`src/rtl/ycbcr_src_sched.sv`:
```
// Frame-granular scheduler that shares one rgb2ycbcr converter between two RGB sources.
// Tags converter output pixels with their owning source and reports per-frame pixel counts.
//
// state | meaning
// IDLE  | nothing granted, waiting for a request
// ARM   | source granted, converter blanked until its next vsync rise
// RUN   | forwarding the granted source, frame report at each vsync rise
// DRAIN | blanked for LAT+1 cycles while the converter pipe empties
module ycbcr_src_sched #(
  parameter int LAT   = 3,
  parameter int CNT_W = 22
) (
  input  logic             pixelclk,
  input  logic             rst,
  input  logic             s0_req,
  input  logic             s1_req,
  input  logic [23:0]      s0_rgb,
  input  logic             s0_hsync,
  input  logic             s0_vsync,
  input  logic             s0_de,
  input  logic [23:0]      s1_rgb,
  input  logic             s1_hsync,
  input  logic             s1_vsync,
  input  logic             s1_de,
  output logic [23:0]      c_rgb,
  output logic             c_hsync,
  output logic             c_vsync,
  output logic             c_de,
  input  logic             conv_de,
  output logic             o_owner,
  output logic             o_owner_vld,
  output logic [1:0]       grant,
  output logic             frame_done,
  output logic             frame_src,
  output logic [CNT_W-1:0] frame_pix_cnt,
  output logic             tag_err
);

  typedef enum logic [1:0] {IDLE, ARM, RUN, DRAIN} state_t;

  localparam int               TW      = $clog2(LAT + 1);
  localparam logic [TW-1:0]    T_LAT   = TW'(LAT);
  localparam logic [TW-1:0]    T_ONE   = TW'(1);
  localparam logic [CNT_W-1:0] CNT_MAX = {CNT_W{1'b1}};

  state_t           state;
  logic             sel;
  logic             rr;
  logic             prev_vs;
  logic             c_src;
  logic [TW-1:0]    drain_tmr;
  logic [TW-1:0]    mask_tmr;
  logic [CNT_W-1:0] cnt;
  logic [LAT-1:0]   tag_vld;
  logic [LAT-1:0]   tag_src;

  logic [23:0]      f_rgb;
  logic             f_hs;
  logic             f_vs;
  logic             f_de;
  logic             own_req;
  logic             oth_req;
  logic             rise;
  logic             pick;
  logic [CNT_W-1:0] cnt_de;
  logic [CNT_W-1:0] cnt_inc;

  function automatic logic [1:0] onehot(input logic s);
    return s ? 2'b10 : 2'b01;
  endfunction

  always_comb begin
    f_rgb   = sel ? s1_rgb   : s0_rgb;
    f_hs    = sel ? s1_hsync : s0_hsync;
    f_vs    = sel ? s1_vsync : s0_vsync;
    f_de    = sel ? s1_de    : s0_de;
    own_req = sel ? s1_req   : s0_req;
    oth_req = sel ? s0_req   : s1_req;
    rise    = f_vs & ~prev_vs;
    pick    = (s0_req & s1_req) ? rr : s1_req;
    cnt_de  = {{(CNT_W-1){1'b0}}, f_de};
    cnt_inc = (cnt == CNT_MAX) ? cnt : cnt + cnt_de;
  end

  always_ff @(posedge pixelclk) begin
    if (rst) begin
      state         <= IDLE;
      sel           <= 1'b0;
      rr            <= 1'b0;
      prev_vs       <= 1'b0;
      c_src         <= 1'b0;
      drain_tmr     <= '0;
      cnt           <= '0;
      grant         <= 2'b00;
      c_rgb         <= '0;
      c_hsync       <= 1'b0;
      c_vsync       <= 1'b0;
      c_de          <= 1'b0;
      frame_done    <= 1'b0;
      frame_src     <= 1'b0;
      frame_pix_cnt <= '0;
    end else begin
      // blank by default; forwarding branches override
      frame_done <= 1'b0;
      c_rgb      <= '0;
      c_hsync    <= 1'b0;
      c_vsync    <= 1'b0;
      c_de       <= 1'b0;
      c_src      <= sel;
      prev_vs    <= f_vs;
      unique case (state)
        IDLE: begin
          if (s0_req | s1_req) begin
            sel   <= pick;
            grant <= onehot(pick);
            state <= ARM;
            if (pick != sel) prev_vs <= 1'b0;
          end
        end
        ARM: begin
          if (rise) begin
            c_rgb   <= f_rgb;
            c_hsync <= f_hs;
            c_vsync <= f_vs;
            c_de    <= f_de;
            cnt     <= cnt_de;
            state   <= RUN;
          end
        end
        RUN: begin
          if (rise) begin
            frame_done    <= 1'b1;
            frame_src     <= sel;
            frame_pix_cnt <= cnt;
            if (oth_req | ~own_req) begin
              grant     <= 2'b00;
              rr        <= ~sel;
              drain_tmr <= T_LAT;
              state     <= DRAIN;
            end else begin
              c_rgb   <= f_rgb;
              c_hsync <= f_hs;
              c_vsync <= f_vs;
              c_de    <= f_de;
              cnt     <= cnt_de;
            end
          end else begin
            c_rgb   <= f_rgb;
            c_hsync <= f_hs;
            c_vsync <= f_vs;
            c_de    <= f_de;
            cnt     <= cnt_inc;
          end
        end
        DRAIN: begin
          if (drain_tmr == '0) begin
            if (oth_req) begin
              sel     <= ~sel;
              prev_vs <= 1'b0;
              grant   <= onehot(~sel);
              state   <= ARM;
            end else if (own_req) begin
              grant <= onehot(sel);
              state <= ARM;
            end else begin
              state <= IDLE;
            end
          end else begin
            drain_tmr <= drain_tmr - T_ONE;
          end
        end
      endcase
    end
  end

  // The converter has no reset, so its output is untrustworthy for LAT cycles after rst.
  always_ff @(posedge pixelclk) begin
    if (rst) begin
      tag_vld  <= '0;
      tag_src  <= '0;
      mask_tmr <= T_LAT;
      tag_err  <= 1'b0;
    end else begin
      tag_vld[0] <= c_de;
      tag_src[0] <= c_src;
      for (int i = 1; i < LAT; i++) begin
        tag_vld[i] <= tag_vld[i-1];
        tag_src[i] <= tag_src[i-1];
      end
      if (mask_tmr != '0) mask_tmr <= mask_tmr - T_ONE;
      else if (conv_de != tag_vld[LAT-1]) tag_err <= 1'b1;
    end
  end

  assign o_owner     = tag_src[LAT-1];
  assign o_owner_vld = conv_de & tag_vld[LAT-1];

endmodule

```
`config.mk`:
```
export PLATFORM = sky130hd
export DESIGN_NAME = ycbcr_src_sched
export DESIGN_NICKNAME = d
export VERILOG_FILES = /design/src/rtl/ycbcr_src_sched.sv
export SDC_FILE = /design/constraint.sdc
export NUM_CORES = 1
export LEC_CHECK = 0
export ABC_CLOCK_PERIOD_IN_PS = 3100
export BUFFER_PORTS_ARGS = -buffer_cell sky130_fd_sc_hd__buf_4
export CORE_UTILIZATION = 48
export CTS_BUF_LIST = sky130_fd_sc_hd__clkbuf_8 sky130_fd_sc_hd__clkbuf_16
export CTS_CLUSTER_DIAMETER = 80
export DETAILED_ROUTE_END_ITERATION = 12
export GPL_TIMING_DRIVEN = 1
export HOLD_SLACK_MARGIN = 0.1
export PLACE_DENSITY = 0.72
export SLEW_MARGIN = 0
export SYNTH_ARGS = -nofsm -noshare
export SYNTH_HDL_FRONTEND = slang
export SYNTH_SLANG_ARGS = --single-unit
```
`constraint.sdc`:
```
create_clock -name pixelclk -period 3.1 [get_ports pixelclk]
set_input_delay 0.62 -clock pixelclk [delete_from_list [all_inputs] [get_ports pixelclk]]
set_output_delay 0.62 -clock pixelclk [all_outputs]
set_load 0.01 [all_outputs]
```
==> summary.md <==
| Metric | Value |
|---|---|
| Status | complete, no violations |
| Slew @ Worst Pin | 0.783 ns |
| Largest family of logic cells by synthesized area | simple AND/OR/NAND/NOR gates |
| Crit path DAT | 2.62 ns |
| Sequential fraction of the synthesis area | 47.9% |
| Drt first pass iters | 4 |
| RSZ-0062 raised after global routing | false |
| # resized after CTS | 0 |
| Die height | 91.5 um |
| Vias/cell | 5.02 |
| Leak | 1.99 nW |
| Slew margin rel. | 47.6% |
| Post-synth ARST share | 0% |
| Synth Area in Compound Gates | 8.50% |
| Post-Syn Instances | 436 |
| Slowest-stage cell, CP | dfxtp_2 |
| Final period utilization | 77.2% |
| Area Overhead vs Synth | 28.1% |
| Cts hold-fix bufs | 0 |
| Core Util, Final | 63.7% |
| Count of pins over their slew limit | 0 |
| Multiplexer share of the synthesized area | 8.92% |
| Clock transition at path regs | 0.08 ns |
| Die W | 91.5 um |
| Setup Fix Bufs, Post-CTS | 0 |
| Vias in the first global route | 3,267 |
| Pwr dens | 581 mW/mm^2 |
| Clock Latency Late Sink | 0.36 ns |
| Final setup violation count | 0 |
| Setup TNS | 0 ns |
| H-tree Lvls | 3 |
| Largest net degree at the start of global routing | 47 |
| Synth Area in XOR/XNOR | 5.01% |
| Total core area | 0.00773 sq mm |
| Startpoint types | flip-flop |
| Vias | 3,245 |
| Avg WL per Cell | 13.1 um |
| Ant. Diodes | 0 |
| Max incr delay on CP | 0.51 ns |
| Global route overflow | 0 |
| Boundary Pins | 115 |
| WL final | 8500 um |
| GRT Total Usage | 22.0% |
| Root Driver | clkbuf_8 |
| Clk sinks | 92 |
| HPWL after DPL | 6140 um |
| Worst Path Buf+Inv | 1 |
| Clock Skews | 0.00622 ns |
| Effective utilization at floorplan | 49.7% |
| Max Root-Sink Buffers | 2 |
| Area leader, netlist | dfxtp_1 |
| Crit-path cells | mux2i_1 > inv_1 > ha_1 > nand4_1 > nor4_1 > nand3_1 > nor3_1 > xnor2_1 > nor2_1 |
| Dominant cells by area after synthesis | dfxtp_1 48%, mux2i_1 8.3%, nor2_1 6.3%, nand2_1 5.9%, xnor2_1 4.8% |
| First-pass GRT wire length | 14,600 um |
| Post-Syn Area | 0.00384 sq mm |
| Row cnt | 32 |
| Overall Power | 0.00286 W |
| GPL Wtd Cong | 0.861 |
| CTS tree | done |
| Max Fclk | 418 MHz |
| Starting DRT DRC Count | 150 |
| Peak VDD IR | 0.297 mV |
| Post-route ant nets | 0 |
| PortBufs | 114 |
| Antenna violations before repair | 0 |
| Hold WC Path Type | reg -> reg |
| Top FF cell, synth | dfxtp_1 |
| Layout cell share with drive strength beyond 1 | 26.1% |
| Post-synth net total | 504 |
| Number of CTS-inserted buffers | 9 |
| DIE AREA | 0.00837 sq mm |
| CP endpoint kind | flip-flop |
| Post-synth EDFFs | 0 |
| Crit-path max FO | 16 |
| Crit path time final | 2.39 ns |
| Mean post-synth cell area | 8.82 sq um |
| Yosys top cell area share | 47.9% |
| Crit Path Class | reg -> reg |
| Netlist cell types | 41 |
| Maximum Capacitance Violations | 0 |
| Synth Area in Simple Gates | 22.7% |
| Synth Area in Adders | 2.93% |
| Final nets | 608 |
| Final Hold Vio Count | 0 |
| Ys Warns | 0 |
| Post-route DRC | 0 |
| Fillers | 687 |
| Cell family with most CP delay | simple AND/OR/NAND/NOR gates |
| Yosys reg bits | 92 |
| Req. time, crit path | 3.33 ns |
[cells in the final DEF (no fill, tap or decap), drive strengths merged, types with 2 or more instances in the layout]
cell type,n
nand4,8
mux2i,32
or2,2
nand2b,3
a211oi,5
nor2,65
buf,118
nor4,6
mux2,2
inv,11
dfxtp,92
or3b,2
a21o,2
a21oi,35
o21ai,6
nor3b,5
nor2b,7
clkbuf,10
and4,4
clkinv,5
nand3,7
nand2,60
xnor2,21
nor3,15
ha,9
[cells by family after synthesis]
logic type / Yosys count
compound gates: 55
fa+ha+maj: 9
mux: 34
xor+xnor: 22
flops: 92
simple gates: 188
buf+inv: 36
[worst paths after layout]
kind                            start    endpoint  slack, ns  cells past startpoint
worst min-delay path            c_src  tag_src[0]       0.44                      1
worst max register to register    sel     cnt[16]       0.71                      9
worst min register to register  c_src  tag_src[0]       0.44                      1
worst max-delay path              sel     cnt[16]       0.71                      9
[area by class of cell]
cell class | count | area, sq um | area share (%)
clock buffer | 10 | 138 | 2.80
clock inverter | 6 | 40.0 | 0.813
inverter | 11 | 41.3 | 0.839
multi-input combinational | 308 | 1850 | 37.5
sequential | 92 | 1840 | 37.4
tap | 102 | 128 | 2.59
timing repair buffer | 118 | 886 | 18.0
[sequential cells by signal, summed over array words and instances (netlist names), 2 cells and up]
name / count
tag_vld: 3
state: 2
mask_tmr: 2
grant: 2
c_rgb: 24
frame_pix_cnt: 22
drain_tmr: 2
cnt: 22
tag_src: 3
[per-layer routing]
layer	share of wire [%]	track usage [%]	vias to the layer above
met2	47	36.9	108
met4	1.6	8.20	0
li1	-	-	1681
met5	0	0	-
met3	10	9.21	13
met1	41	24.8	1443
[cell usage after synthesis, drive strengths merged (7+ instances only)]
cell,instances
nor2b,7
nand3,7
nor3,15
nand2,60
dfxtp,92
clkbuf,18
ha,9
buf,7
xnor2,21
inv,11
nand4,8
mux2i,32
nor2,65
a21oi,35
[power breakdown]
part	internal, W	switching (W)
Clock	0.000312	0.000416
Combinational	0.000358	0.000448
Sequential	0.00126	0.0000603
[per-stage QoR]
step	cell area, sq um	std cells	hold slack (ns)	worst slack, ns
2_1_floorplan	3840	436	0.414	0.812
6_report	4920	647	0.441	0.707
5_1_grt	4920	647	0.465	0.359
3_3_place_gp	4740	631	0.419	0.689
4_1_cts	4920	647	0.446	0.710
3_5_place_dp	4740	631	0.425	0.576
[worst reg2reg max path, delay by kind of cell (launching register included)]
family | cells | cell delay [ns]
AND/OR/NAND/NOR | 5 | 1.13
flip-flops | 1 | 0.51
multiplexers | 1 | 0.20
adder cells (fa/ha/maj) | 1 | 0.16
XOR/XNOR | 1 | 0.16
buffers and inverters | 1 | 0.11
No activity file was read; power rests on OpenSTA's default activity.
